### src/rtl/darkmac_pkg.sv
// darkmac_pkg: operation encodings and lane/product/sum width helpers shared
// by the darkmac pipeline, its dot-product unit and its bus interface.
package darkmac_pkg;

  typedef enum logic [1:0] {
    OP_MAC = 2'b00,
    OP_CLR = 2'b01,
    OP_LD  = 2'b10,
    OP_RD  = 2'b11
  } op_e;

  // Width of one signed sub-word lane.
  function automatic int lane_w(input int xlen, input int lanes);
    return xlen / lanes;
  endfunction

  // Width of one full-precision lane product.
  function automatic int prod_w(input int xlen, input int lanes);
    return 2 * lane_w(xlen, lanes);
  endfunction

  // Width that holds the sum of all lane products without overflow.
  function automatic int sum_w(input int xlen, input int lanes);
    return prod_w(xlen, lanes) + $clog2(lanes);
  endfunction

endpackage

### src/rtl/darkmac_if.sv
// darkmac_if: request/response bus between the core (master) and darkmac
// (slave).
//
// Handshake: a request is taken on a rising clock edge when IVALID && IREADY.
// IREADY is simply !HLT, so the master may hold IVALID and its payload
// (OP, ASEL, S1, S2) until IREADY is seen high. OVALID is a strobe with no
// back-pressure; while HLT is high a pending strobe stays asserted and is
// consumed by the first edge on which HLT is low.
interface darkmac_if import darkmac_pkg::*; #(
  parameter int XLEN = 32,
  parameter int NACC = 4,
  parameter int ACCW = 32
) ();

  localparam int AW = $clog2(NACC);

  logic            HLT;
  logic            IVALID;
  logic            IREADY;
  op_e             OP;
  logic [AW-1:0]   ASEL;
  logic [XLEN-1:0] S1;
  logic [XLEN-1:0] S2;
  logic            OVALID;
  logic [ACCW-1:0] ODATA;
  logic            BUSY;
  logic            OVF;

  modport master (
    output HLT, IVALID, OP, ASEL, S1, S2,
    input  IREADY, OVALID, ODATA, BUSY, OVF
  );

  modport slave (
    input  HLT, IVALID, OP, ASEL, S1, S2,
    output IREADY, OVALID, ODATA, BUSY, OVF
  );

endinterface

### src/rtl/darkmac_dot.sv
// darkmac_dot: splits both operands into signed lanes, registers the lane
// products (this register is the stage-1 boundary of darkmac) and sums the
// registered products combinationally for stage 2.
module darkmac_dot import darkmac_pkg::*; #(
  parameter  int XLEN  = 32,
  parameter  int LANES = 4,
  localparam int LW    = lane_w(XLEN, LANES),
  localparam int PW    = prod_w(XLEN, LANES),
  localparam int SW    = sum_w(XLEN, LANES)
) (
  input  logic                 clk,
  input  logic                 rst,
  input  logic                 en_i,
  input  logic [XLEN-1:0]      a_i,
  input  logic [XLEN-1:0]      b_i,
  output logic signed [SW-1:0] sum_o
);

  logic signed [PW-1:0] prod_d [LANES];
  logic signed [PW-1:0] prod_q [LANES];

  for (genvar g = 0; g < LANES; g++) begin : g_lane
    logic signed [LW-1:0] a_l;
    logic signed [LW-1:0] b_l;
    assign a_l = a_i[g*LW +: LW];
    assign b_l = b_i[g*LW +: LW];
    // Both factors are sign-extended to PW, so the PW-bit product is exact.
    assign prod_d[g] = PW'(a_l) * PW'(b_l);
  end

  // Stage-1 product registers; hold when the pipeline is frozen or idle.
  always_ff @(posedge clk or posedge rst) begin
    if (rst) begin
      for (int i = 0; i < LANES; i++) prod_q[i] <= '0;
    end else if (en_i) begin
      for (int i = 0; i < LANES; i++) prod_q[i] <= prod_d[i];
    end
  end

  // Sign-extended summation of the registered lane products.
  always_comb begin
    sum_o = '0;
    for (int i = 0; i < LANES; i++) sum_o = sum_o + SW'(prod_q[i]);
  end

endmodule

### src/rtl/darkmac.sv
// darkmac: two-stage packed-SIMD multiply-accumulate unit with NACC
// accumulators. Stage 1 registers lane products and the request; stage 2
// sums them and applies MAC/CLR/LD/RD to the selected accumulator.
// Optional feature: define DARKMAC_SAT_EN to make MAC saturate instead of
// wrapping on signed overflow.
module darkmac import darkmac_pkg::*; #(
  parameter  int XLEN  = 32,
  parameter  int LANES = 4,
  parameter  int NACC  = 4,
  parameter  int ACCW  = 32,
  localparam int AW    = $clog2(NACC),
  localparam int SW    = sum_w(XLEN, LANES)
) (
  input logic      CLK,
  input logic      RES,
  darkmac_if.slave bus
);

  localparam logic signed [ACCW-1:0] ACC_MAX = {1'b0, {(ACCW-1){1'b1}}};
  localparam logic signed [ACCW-1:0] ACC_MIN = ~ACC_MAX;

  logic                   advance;
  logic                   s1_valid_q;
  op_e                    s1_op_q;
  logic [AW-1:0]          s1_asel_q;
  logic [XLEN-1:0]        s1_opa_q;
  logic signed [SW-1:0]   dot_sum;
  logic signed [ACCW-1:0] acc_q [NACC];
  logic signed [ACCW-1:0] acc_cur;
  logic signed [ACCW-1:0] dot_ext;
  logic signed [ACCW-1:0] mac_sum;
  logic signed [ACCW-1:0] acc_d;
  logic                   mac_ovf;
  logic                   ovf_d;
  logic                   ovf_q;
  logic                   ovalid_q;
  logic signed [ACCW-1:0] odata_q;

  // HLT freezes every register, so it is also the only source of back-pressure.
  assign advance    = !bus.HLT;
  assign bus.IREADY = advance;

  darkmac_dot #(.XLEN(XLEN), .LANES(LANES)) u_dot (
    .clk   (CLK),
    .rst   (RES),
    .en_i  (advance && bus.IVALID),
    .a_i   (bus.S1),
    .b_i   (bus.S2),
    .sum_o (dot_sum)
  );

  // Stage-1 request register; an idle slot shifts in a bubble.
  always_ff @(posedge CLK or posedge RES) begin
    if (RES) begin
      s1_valid_q <= 1'b0;
      s1_op_q    <= OP_RD;
      s1_asel_q  <= '0;
      s1_opa_q   <= '0;
    end else if (advance) begin
      s1_valid_q <= bus.IVALID;
      if (bus.IVALID) begin
        s1_op_q   <= bus.OP;
        s1_asel_q <= bus.ASEL;
        s1_opa_q  <= bus.S1;
      end
    end
  end

  // Stage-2 next value of the selected accumulator and of the sticky flag.
  // The accumulator is read and written only here, so back-to-back ops on the
  // same accumulator always see the previous result.
  always_comb begin
    acc_cur = acc_q[s1_asel_q];
    dot_ext = ACCW'(dot_sum);
    mac_sum = acc_cur + dot_ext;
    mac_ovf = (acc_cur[ACCW-1] == dot_ext[ACCW-1]) &&
              (mac_sum[ACCW-1] != acc_cur[ACCW-1]);
    acc_d   = acc_cur;
    ovf_d   = ovf_q;
    unique case (s1_op_q)
      OP_MAC: begin
`ifdef DARKMAC_SAT_EN
        if (mac_ovf) acc_d = acc_cur[ACCW-1] ? ACC_MIN : ACC_MAX;
        else         acc_d = mac_sum;
`else
        acc_d = mac_sum;
`endif
        if (mac_ovf) ovf_d = 1'b1;
      end
      OP_CLR: begin
        acc_d = '0;
        ovf_d = 1'b0;
      end
      OP_LD:   acc_d = ACCW'($signed(s1_opa_q));
      default: acc_d = acc_cur;
    endcase
  end

  // Stage-2 registers: accumulator write-back, result strobe/data, OVF.
  always_ff @(posedge CLK or posedge RES) begin
    if (RES) begin
      for (int i = 0; i < NACC; i++) acc_q[i] <= '0;
      ovalid_q <= 1'b0;
      odata_q  <= '0;
      ovf_q    <= 1'b0;
    end else if (advance) begin
      ovalid_q <= s1_valid_q;
      if (s1_valid_q) begin
        acc_q[s1_asel_q] <= acc_d;
        odata_q          <= acc_d;
        ovf_q            <= ovf_d;
      end
    end
  end

  assign bus.OVALID = ovalid_q;
  assign bus.ODATA  = odata_q;
  assign bus.BUSY   = s1_valid_q || ovalid_q;
  assign bus.OVF    = ovf_q;

endmodule

### src/flat_wrapper.sv
// flat-port wrapper written by rule: the top's interface ports become plain ports
module darkmac_flat import darkmac_pkg::*;
#(
  parameter  int XLEN  = 32,
  parameter  int LANES = 4,
  parameter  int NACC  = 4,
  parameter  int ACCW  = 32,
  localparam int AW    = $clog2(NACC),
  localparam int SW    = sum_w(XLEN, LANES)
)
  (CLK, RES, bus_HLT, bus_IVALID, bus_OP, bus_ASEL, bus_S1, bus_S2, bus_IREADY, bus_OVALID, bus_ODATA, bus_BUSY, bus_OVF);
  darkmac_if #(.XLEN(XLEN), .NACC(NACC), .ACCW(ACCW)) bus_i ();
  input logic CLK;
  input logic RES;
  input wire logic [$bits(bus_i.HLT)-1:0] bus_HLT;
  input wire logic [$bits(bus_i.IVALID)-1:0] bus_IVALID;
  input wire logic [$bits(bus_i.OP)-1:0] bus_OP;
  input wire logic [$bits(bus_i.ASEL)-1:0] bus_ASEL;
  input wire logic [$bits(bus_i.S1)-1:0] bus_S1;
  input wire logic [$bits(bus_i.S2)-1:0] bus_S2;
  output wire logic [$bits(bus_i.IREADY)-1:0] bus_IREADY;
  output wire logic [$bits(bus_i.OVALID)-1:0] bus_OVALID;
  output wire logic [$bits(bus_i.ODATA)-1:0] bus_ODATA;
  output wire logic [$bits(bus_i.BUSY)-1:0] bus_BUSY;
  output wire logic [$bits(bus_i.OVF)-1:0] bus_OVF;
  assign bus_i.HLT = bus_HLT;
  assign bus_i.IVALID = bus_IVALID;
  assign bus_i.OP = bus_OP;
  assign bus_i.ASEL = bus_ASEL;
  assign bus_i.S1 = bus_S1;
  assign bus_i.S2 = bus_S2;
  assign bus_IREADY = bus_i.IREADY;
  assign bus_OVALID = bus_i.OVALID;
  assign bus_ODATA = bus_i.ODATA;
  assign bus_BUSY = bus_i.BUSY;
  assign bus_OVF = bus_i.OVF;
  darkmac #(.XLEN(XLEN), .LANES(LANES), .NACC(NACC), .ACCW(ACCW)) u_core (.CLK(CLK), .RES(RES), .bus(bus_i));
endmodule
### config.mk
export PLATFORM = sky130hd
export DESIGN_NAME = darkmac_flat
export DESIGN_NICKNAME = d
export VERILOG_FILES = /design/src/rtl/darkmac_pkg.sv /design/src/rtl/darkmac_if.sv /design/src/rtl/darkmac_dot.sv /design/src/rtl/darkmac.sv /design/src/flat_wrapper.sv
export SDC_FILE = /design/constraint.sdc
export NUM_CORES = 1
export LEC_CHECK = 0
export ABC_AREA = 1
export BUFFER_PORTS_ARGS = -buffer_cell sky130_fd_sc_hd__buf_2
export CAP_MARGIN = 20
export CORE_ASPECT_RATIO = 1.4
export CORE_UTILIZATION = 45
export CTS_CLUSTER_DIAMETER = 100
export DETAILED_ROUTE_END_ITERATION = 8
export PLACE_DENSITY = 0.61
export RECOVER_POWER = 100
export SYNTH_ARGS = -nofsm -noshare
export SYNTH_HDL_FRONTEND = slang
export SYNTH_SLANG_ARGS = --single-unit
### constraint.sdc
create_clock -name CLK -period 11.8 [get_ports CLK]
set_clock_uncertainty 0.15 [all_clocks]
set_input_delay 2.36 -clock CLK [delete_from_list [all_inputs] [get_ports CLK]]
set_output_delay 2.36 -clock CLK [all_outputs]
set_load 0.02 [all_outputs]
==> results.yml, run 1 <==
route:
  finalWirelength_um: 67330
  post_drt_wl_per_cell_um: 17.53
  dr.pass1.iters: 5
  ant_nets: 0
  vias: 19370
  drt_iter0_drc: 980
  drc: 0
  viasPerCell: 5.044
clock_tree:
  clock_sinks: 263
  clk_latency_ns: 0.57
  clk_pin_slew_ns: 0.06
  ctsResizeCount: 0
  post_cts_buffers: 0
  ctsHoldBuffers: 0
  cts_made_buffers: 29
  clk_path_buf_depth: 3
  cts_root_buffer: "clkbuf_16"
  cts_tree: "built"
  htreeDepth: 1
global_route:
  gr-total-overflow: 0
  grt_pass1_wl_um: 109000
  grt_usage: 0.2550
  grt_max_degree: 125
  grt_pass1_vias: 20260
  antenna_found_initial: 0
critical_path:
  path_delay_family: "adder cells"
  path_common_cell: "inv_1"
  crit_required_ns: 11.99
  crit_type: "in -> reg"
  reg2reg_depth: 29
  start_kind: "primary input"
  worstReg2RegEnd: "u_core.acc_q[24]"
  cp_slowest_stage_delay_ns: 0.50
  rr_startpoint: "u_core.u_dot.prod_q[19]"
  worstPathMaxFanout: 7
  rrSetupSlack_ns: 5.43
  cpMaxStageDelayCell: "fa_1"
  worstPathArrival_ns: 7.06
  path_buf_inv: 7
  setup.worst_path.end_class: "flop"
placement:
  port_buffers: 107
  gp_congestion: 0.9396
  place_hpwl_um: 53870
floorplan:
  core-area_um2: 53300
  start_util: 0.4558
  die_area_um2: 54940
  chipWidth_um: 198.4
  pin_count: 108
  num_rows: 100
  die_h_um: 276.9
job:
  maxCapViolations: 9
yosys:
  async_reset_ff_frac: 1.000
  synth-main-ff-cell: "dfrtp_1"
  synth.avg_cell_area_um2: 7.893
  synth_edf_count: 0
  ys_seq_elements: 263
  netlist_instances: 3078
  yosysWarnings: 0
  seq_area_frac_synth: 0.2710
  syn_area_um2: 24300
  synth_nets: 3566
  yosysUniqueCellTypes: 49
timing:
  fin_setup_tns_ns: 0
  finalCritPeriodShare: 0.5819
  worst_slew_pin_slew_ns: 5.721
  relSlewSlack: -2.835
  final_hold_viol_count: 0
  fmax_mhz: 145.6
  setup_viol: 0
  period_needed_ns: 6.867
  rsz0062_at_grt: "false"
  slew_violations: 510
outcome:
  violations: "max-capacitance violations, max-slew violations"
  status: "finished with violations"
min_path:
  hold_start: "u_core.bus.ODATA[0]"
  hold_depth: 2
  worst_hold_path.endpoint: "u_core.bus.ODATA[0]"
  hold_class: "reg -> reg"
finish:
  layout_common_cells: "888 x nand2_1, 652 x inv_1, 261 x dfrtp_1"
  layout.nets: 3592
  area_delta_synth_final_pct: 7.838
  n_antenna_cell: 0
  fin_util: 0.4915
  drive_above_1_share: 0.05694
  layout_commonest_cell: "nand2_1"
==> cells by family (layout without fill, tap and decap cells) <==
kind of cell | after synthesis | in the layout | share of synthesized area
simple gates | 1104 | 1104 | 0.1864
buf+inv | 797 | 845 | 0.1238
compound gates | 429 | 429 | 0.1013
fa+ha+maj | 416 | 416 | 0.2927
flops | 263 | 263 | 0.2710
xor+xnor | 69 | 69 | 0.02487
==> layer usage <==
metal,global-route usage,share of wire,up-vias
met5,0,0,-
met4,0.08865,0.035,0
met3,0.01815,0.032,116
met2,0.4749,0.54,405
met1,0.3043,0.40,9446
li1,-,-,9402
==> worst reg2reg max path, delay by kind of cell (launching register included) <==
family / cells / cell delay [ns]
AO/OA/AOI/OAI: 7 / 1.68
XOR/XNOR: 1 / 0.38
adder cells (fa/ha/maj): 4 / 1.56
buffers and inverters: 2 / 0.22
flip-flops: 1 / 0.36
AND/OR/NAND/NOR: 15 / 1.91
==> stage by stage <==
stage	instance area (µm²)	hold slack [ns]	cells	worst slack, ns
floorplan	24300	0.2993	3078	2.053
global placement	25380	0.2997	3786	4.624
detailed placement	25380	0.3114	3786	4.650
CTS	26360	0.3292	3839	5.238
global route	26200	0.3458	3840	4.376
finish	26200	0.3269	3840	4.933
==> how the worst max path moves through the flow <==
stage / slack [ns] / cells after the start / end / startpoint
floorplan: 2.05 / 1 / u_core.acc_q[0] / RES
global placement: 4.62 / 26 / u_core.u_dot.prod_q[30] / bus_S2[23]
detailed placement: 4.65 / 26 / u_core.u_dot.prod_q[30] / bus_S2[23]
CTS: 5.24 / 26 / u_core.u_dot.prod_q[30] / bus_S2[23]
global route: 4.38 / 3 / u_core.acc_q[83] / RES
finish: 4.93 / 26 / u_core.u_dot.prod_q[30] / bus_S2[23]
==> sequential cells by signal, indices dropped and copies added, names as in the netlist <==
register and count:
u_core.acc_q 128, u_core.bus.ODATA 32, u_core.bus.OVALID 1, u_core.bus.OVF 1
u_core.s1_asel_q 2, u_core.s1_op_q 2, u_core.s1_opa_q 32, u_core.s1_valid_q 1
u_core.u_dot.prod_q 64
==> Yosys cell counts (4+ instances only) <==
master | n | area share
a21o_1 | 6 | 0.0019
a21oi_1 | 94 | 0.019
a22oi_1 | 42 | 0.013
a31oi_1 | 6 | 0.0015
and2_1 | 4 | 0.0010
buf_1 | 8 | 0.0012
buf_2 | 5 | 0.0010
clkbuf_1 | 115 | 0.018
clkinv_1 | 5 | 0.00077
dfrtp_1 | 261 | 0.27
fa_1 | 254 | 0.21
ha_1 | 162 | 0.083
inv_1 | 653 | 0.10
inv_2 | 8 | 0.0012
nand2_1 | 885 | 0.14
nand2_2 | 8 | 0.0021
nand2_4 | 6 | 0.0028
nand3_1 | 68 | 0.014
nand3_2 | 13 | 0.0054
nand4_1 | 6 | 0.0015
nor2_1 | 79 | 0.012
nor2_2 | 4 | 0.0010
nor2_4 | 5 | 0.0023
nor3_1 | 8 | 0.0016
nor3_2 | 4 | 0.0016
o211ai_1 | 11 | 0.0034
o21a_1 | 6 | 0.0019
o21ai_0 | 202 | 0.042
o21ai_1 | 20 | 0.0041
o21bai_1 | 7 | 0.0022
o221ai_1 | 11 | 0.0040
o22ai_1 | 10 | 0.0026
o31ai_1 | 5 | 0.0015
or2_2 | 7 | 0.0018
xnor2_1 | 39 | 0.014
xor2_1 | 30 | 0.011
==> cell type report <==
type,instances,area (µm²)
sequential,263,6584
clock inverter,9,87.58
fill,5364,27100
multi-input combinational,2018,14660
tap,714,893.4
timing repair buffer,126,585.6
clock buffer,44,892.1
inverter,666,2501
Power of run 1 is not shown: default switching activity piles up to over one toggle a cycle in this logic, so the estimate is an artifact.
==> inputs of run 2 (changes only) <==
PLACE_DENSITY = 0.64   (was 0.61)
clock period = 5.7 ns   (was 11.8 ns; I/O delays follow)
==> run 2 against run 1 <==
Compared with the run above: critical endpoint is now u_core.acc_q[58]; via count up 2.3%; largest cell class unchanged; the flow still finishes with violations (max-capacitance violations, max-slew violations); sequential cell count is the same; first-iteration DRC count rose by 8.2%; die area unchanged; critical path type is now reg -> reg; global-route usage shrank 0.27 points.
==> results.yml, run 2 (synthesis results as in run 1) <==
outcome:
  status: "finished with violations"
  violations: "max-capacitance violations, max-slew violations"
critical_path:
  cp_slowest_stage_delay_ns: 0.49
  start_kind: "flop"
  worstPathArrival_ns: 5.73
  path_buf_inv: 6
  worstSetupPathDepth: 31
  crit_required_ns: 6.05
  reg2reg_depth: 31
  setup.worst_path.end_class: "flop"
  crit_type: "reg -> reg"
  cpMaxStageDelayCell: "fa_1"
  path_delay_family: "simple AND/OR/NAND/NOR gates"
  worstPathMaxFanout: 7
  path_common_cell: "nand2_1"
clock_tree:
  clock_sinks: 263
  cts_tree: "built"
  clk_path_buf_depth: 3
  ctsHoldBuffers: 0
  cts_made_buffers: 28
  cts_root_buffer: "clkbuf_16"
  htreeDepth: 1
  clk_pin_slew_ns: 0.07
  clk_latency_ns: 0.58
route:
  dr.pass1.iters: 5
  drc: 0
  vias: 19820
  drt_iter0_drc: 1060
  finalWirelength_um: 66780
  viasPerCell: 5.042
  post_drt_wl_per_cell_um: 16.99
  ant_nets: 0
finish:
  largest_register: "u_core.acc_q"
  largest_reg_flops: 128
  layout_commonest_cell: "nand2_1"
  area_delta_synth_final_pct: 12.36
  drive_above_1_share: 0.1013
  n_antenna_cell: 0
  fillers: 5228
  fin_cells: 3931
  layout.nets: 3686
  top_regs: "u_core.acc_q x128, u_core.u_dot.prod_q x64"
  layout_common_cells: "876 x nand2_1, 647 x inv_1, 261 x dfrtp_1"
  fin_area_um2: 27300
timing:
  fmax_mhz: 185.6
  setup_viol: 0
  worst_slew_pin_slew_ns: 3.360
  period_needed_ns: 5.387
  rsz0062_at_grt: "true"
  finalCritPeriodShare: 0.9451
  slew_violations: 434
  relSlewSlack: -1.240
  final_hold_viol_count: 0
placement:
  postPlaceCellArea_um2: 26100
  gp_congestion: 0.9259
  place_hpwl_um: 53120
  dp_cells: 3879
  port_buffers: 107
floorplan:
  die_area_um2: 54940
  num_rows: 100
  core-area_um2: 53300
  start_util: 0.4558
  pin_count: 108
  chipWidth_um: 198.4
  die_h_um: 276.9
global_route:
  antenna_found_initial: 0
  grt_pass1_vias: 20680
  use_met3: 0.01876
  grt_util_met2: 0.4722
  met1_usage: 0.2994
  grt.busiest_layer: "met2"
  grt_pass1_wl_um: 108800
  grt_max_degree: 133
  gr-total-overflow: 0
  grt_usage: 0.2522
job:
  maxCapViolations: 5
min_path:
  hold_class: "in -> async"
-- run 2: repair_timing --
item,in CTS,in global routing
gates resized for setup,0,49
buffers inserted,0,2
hold endpoints to repair,0,0
setup endpoints to repair,0,75
-- run 2: worst paths after layout --
path                                          from                   to  slack (ns)
min in group CLK                  u_core.acc_q[85]     u_core.acc_q[85]        0.33
hold / removal                                 RES  u_core.bus.ODATA[9]        0.29
setup reg to reg           u_core.u_dot.prod_q[33]     u_core.acc_q[58]        0.31
hold reg to reg                   u_core.acc_q[85]     u_core.acc_q[85]        0.33
setup / recovery           u_core.u_dot.prod_q[33]     u_core.acc_q[58]        0.31
max in group asynchronous                      RES  u_core.s1_opa_q[18]        1.67
-- run 2: final cells by class --
cell class	count	area (µm²)	share of cell area
multi-input cells	2018	14920	0.5466
flip-flops and latches	263	6584	0.2412
inverters	666	2501	0.09162
repair buffers	221	1333	0.04881
well taps	714	893.4	0.03273
clock buffers	32	757.0	0.02773
clock inverters	17	310.3	0.01137
-- run 2: metrics by stage --
| stage | worst slack [ns] | hold WS, ns | setup TNS (ns) | utilization |
|---|---|---|---|---|
| floorplan | 0.09460 | 0.2993 | 0 | - |
| global placement | -0.09083 | 0.3064 | -0.09083 | 0.4897 |
| detailed placement | -0.1480 | 0.3136 | -0.1695 | 0.4897 |
| CTS | 0.005463 | 0.2918 | 0 | 0.5097 |
| global route | -0.008778 | 0.2856 | -0.01962 | 0.5122 |
| finish | 0.3130 | 0.2870 | 0 | 0.5122 |
-- run 2: worst register-to-register path: cells and delay by family (launching register included) --
family                   cells  cell delay [ns]
flip-flops                   1             0.34
buffers and inverters        6             0.59
AO/OA/AOI/OAI                1             0.25
AND/OR/NAND/NOR             19             2.07
adder cells (fa/ha/maj)      5             1.92
-- run 2: per-layer routing --
| layer | wire length, µm | part of all wire |
|---|---|---|
| met5 | 0 | 0 |
| met4 | 2280 | 0.034 |
| met3 | 2399 | 0.036 |
| met2 | 35650 | 0.53 |
| met1 | 26450 | 0.40 |
Power of run 2 is left out for the same reason.
==> inputs of run 3 (changes only) <==
SYNTH_HIERARCHICAL = 1   (was not set)
==> run 3 against run 2 <==
Compared with the run above: the flow still finishes with violations (max-capacitance violations, max-slew violations); sequential share of layout area down 0.60 points; cell count up 11%; fmax up 1.6%; non-clock buffer count down 92; design area up 2.5%; clock-buffer cell count up 6; die area up 7.7%; area after synthesis up 7.7%; synthesized cell count up 16%; critical path type unchanged.
==> results.yml, run 3 <==
finish:
  largest_reg_flops: 128
  layout_commonest_cell: "nand2_1"
  largest_register: "u_core/acc_q"
  layout.nets: 4085
  top_regs: "u_core/acc_q x128, u_core/u_dot/prod_q x64"
  fillers: 5914
  layout_common_cells: "1,330 x nand2_1, 728 x inv_1, 261 x dfrtp_1"
  multi_input_area_um2: 16110
  area_delta_synth_final_pct: 6.926
  drive_above_1_share: 0.05585
  seqCellArea_um2: 6584
global_route:
  grt_pass1_vias: 22660
  grt_usage: 0.2494
  grt_pass1_wl_um: 117000
  gr-total-overflow: 0
  grt_max_degree: 65
  antenna_found_initial: 2
clock_tree:
  ctsHoldBuffers: 0
  cts_tree: "built"
  clk_path_buf_depth: 3
  htreeDepth: 1
  cts_root_buffer: "clkbuf_16"
  ctsResizeCount: 0
  cts_made_buffers: 28
  clk_latency_ns: 0.56
  clk_pin_slew_ns: 0.06
  post_cts_buffers: 0
  clock_sinks: 263
outcome:
  status: "finished with violations"
  violations: "max-capacitance violations, max-slew violations"
min_path:
  hold_class: "reg -> reg"
critical_path:
  crit_required_ns: 6.05
  worstPathArrival_ns: 5.65
  crit_type: "reg -> reg"
  start_kind: "flop"
  cpMaxStageDelayCell: "fa_1"
  path_common_cell: "nand2_1"
  worstPathMaxFanout: 13
  setup.worst_path.end_class: "flop"
  cp_slowest_stage_delay_ns: 0.50
timing:
  period_needed_ns: 5.305
  finalCritPeriodShare: 0.9306
  rsz0062_at_grt: "false"
  slew_violations: 403
  fmax_mhz: 188.5
  relSlewSlack: -1.303
  worst_slew_pin_slew_ns: 3.455
  setup_viol: 0
  final_hold_viol_count: 0
  fin_setup_tns_ns: 0
yosys:
  async_reset_ff_frac: 1.000
  synth-main-ff-cell: "dfrtp_1"
  ys_top_cells_by_area: "dfrtp_1 25%, fa_1 19%, nand2_1 19%"
  ys_seq_elements: 263
  seq_area_frac_synth: 0.2515
  synth.avg_cell_area_um2: 7.334
  syn_area_um2: 26180
  synth_edf_count: 0
  synthTopCellsByCount: "1,327 x nand2_1, 725 x inv_1, 261 x dfrtp_1, 254 x fa_1, 164 x ha_1"
  netlist_instances: 3569
  yosysUniqueCellTypes: 50
  synth_nets: 4059
  yosysWarnings: 6
  yosysTopAreaCell: "dfrtp_1"
  yosysMostFrequentCell: "nand2_1"
  synth.top_cell.area_share: 0.2495
floorplan:
  die_h_um: 287.4
  chipWidth_um: 205.8
  num_rows: 104
  core-area_um2: 57520
  die_area_um2: 59150
  start_util: 0.4551
  pin_count: 108
route:
  vias: 21820
  finalWirelength_um: 71110
  drc: 0
  dr.pass1.iters: 5
  drt_iter0_drc: 1275
  post_drt_wl_per_cell_um: 16.30
  viasPerCell: 5.003
  ant_nets: 0
job:
  maxCapViolations: 9
placement:
  port_buffers: 107
  gp_congestion: 0.9443
  place_hpwl_um: 55910
-- run 3: stage by stage --
step	cells	cell area, µm²	worst slack, ns	hold WS [ns]	utilization
after CTS	4359	28190	0.4289	0.3269	0.4902
after floorplan	3569	26180	0.7294	0.2988	-
after global routing	4361	27990	0.01004	0.3550	0.4866
final	4362	27990	0.3953	0.3244	0.4866
after detailed placement	4307	27220	0.3927	0.3095	0.4732
after global placement	4307	27220	0.4402	0.3062	0.4732
-- run 3: cells by family after synthesis --
group	synth area share
buf+inv	0.1293
compound gates	0.07347
flops	0.2515
simple gates	0.2600
fa+ha+maj	0.2726
xor+xnor	0.01300
-- run 3: path summary, 6_finish.rpt --
path,start,to,slack [ns],cells after the start
worst max-delay path,u_core/u_dot/prod_q[1],u_core/acc_q[95],0.40,27
worst min-delay path,u_core/bus.ODATA[27],u_core/bus.ODATA[27],0.32,2
worst max register to register,u_core/u_dot/prod_q[1],u_core/acc_q[95],0.40,27
worst min register to register,u_core/bus.ODATA[27],u_core/bus.ODATA[27],0.32,2
max in group asynchronous,RES,u_core/bus.OVALID,1.35,3
min in group asynchronous,RES,u_core/s1_opa_q[14],0.44,2
-- run 3: critical path: cells and delay by family (launching register included) --
| kind | cells | cell delay, ns |
|---|---|---|
| buffers and inverters | 3 | 0.43 |
| adders and majority gates | 5 | 1.92 |
| and+or+nand+nor | 17 | 1.85 |
| DFF | 1 | 0.40 |
| AOI/OAI and AO/OA | 2 | 0.49 |
-- run 3: cell type report --
type,count,area share
clock buffer,38,0.02892
sequential,263,0.2352
multi-input combinational,2432,0.5755
tap,742,0.03317
timing repair buffer,129,0.02159
antenna,3,0.0002682
inverter,741,0.09946
clock inverter,14,0.005856
-- run 3: routing by layer --
layer | track usage | routed length [µm] | vias to the layer above
li1 | - | - | 10730
met1 | 0.2905 | 28300 | 10550
met2 | 0.4776 | 38190 | 415
met3 | 0.01429 | 2051 | 129
met4 | 0.08456 | 2562 | 0
met5 | 0 | 0 | -
Power of run 3 is left out for the same reason.
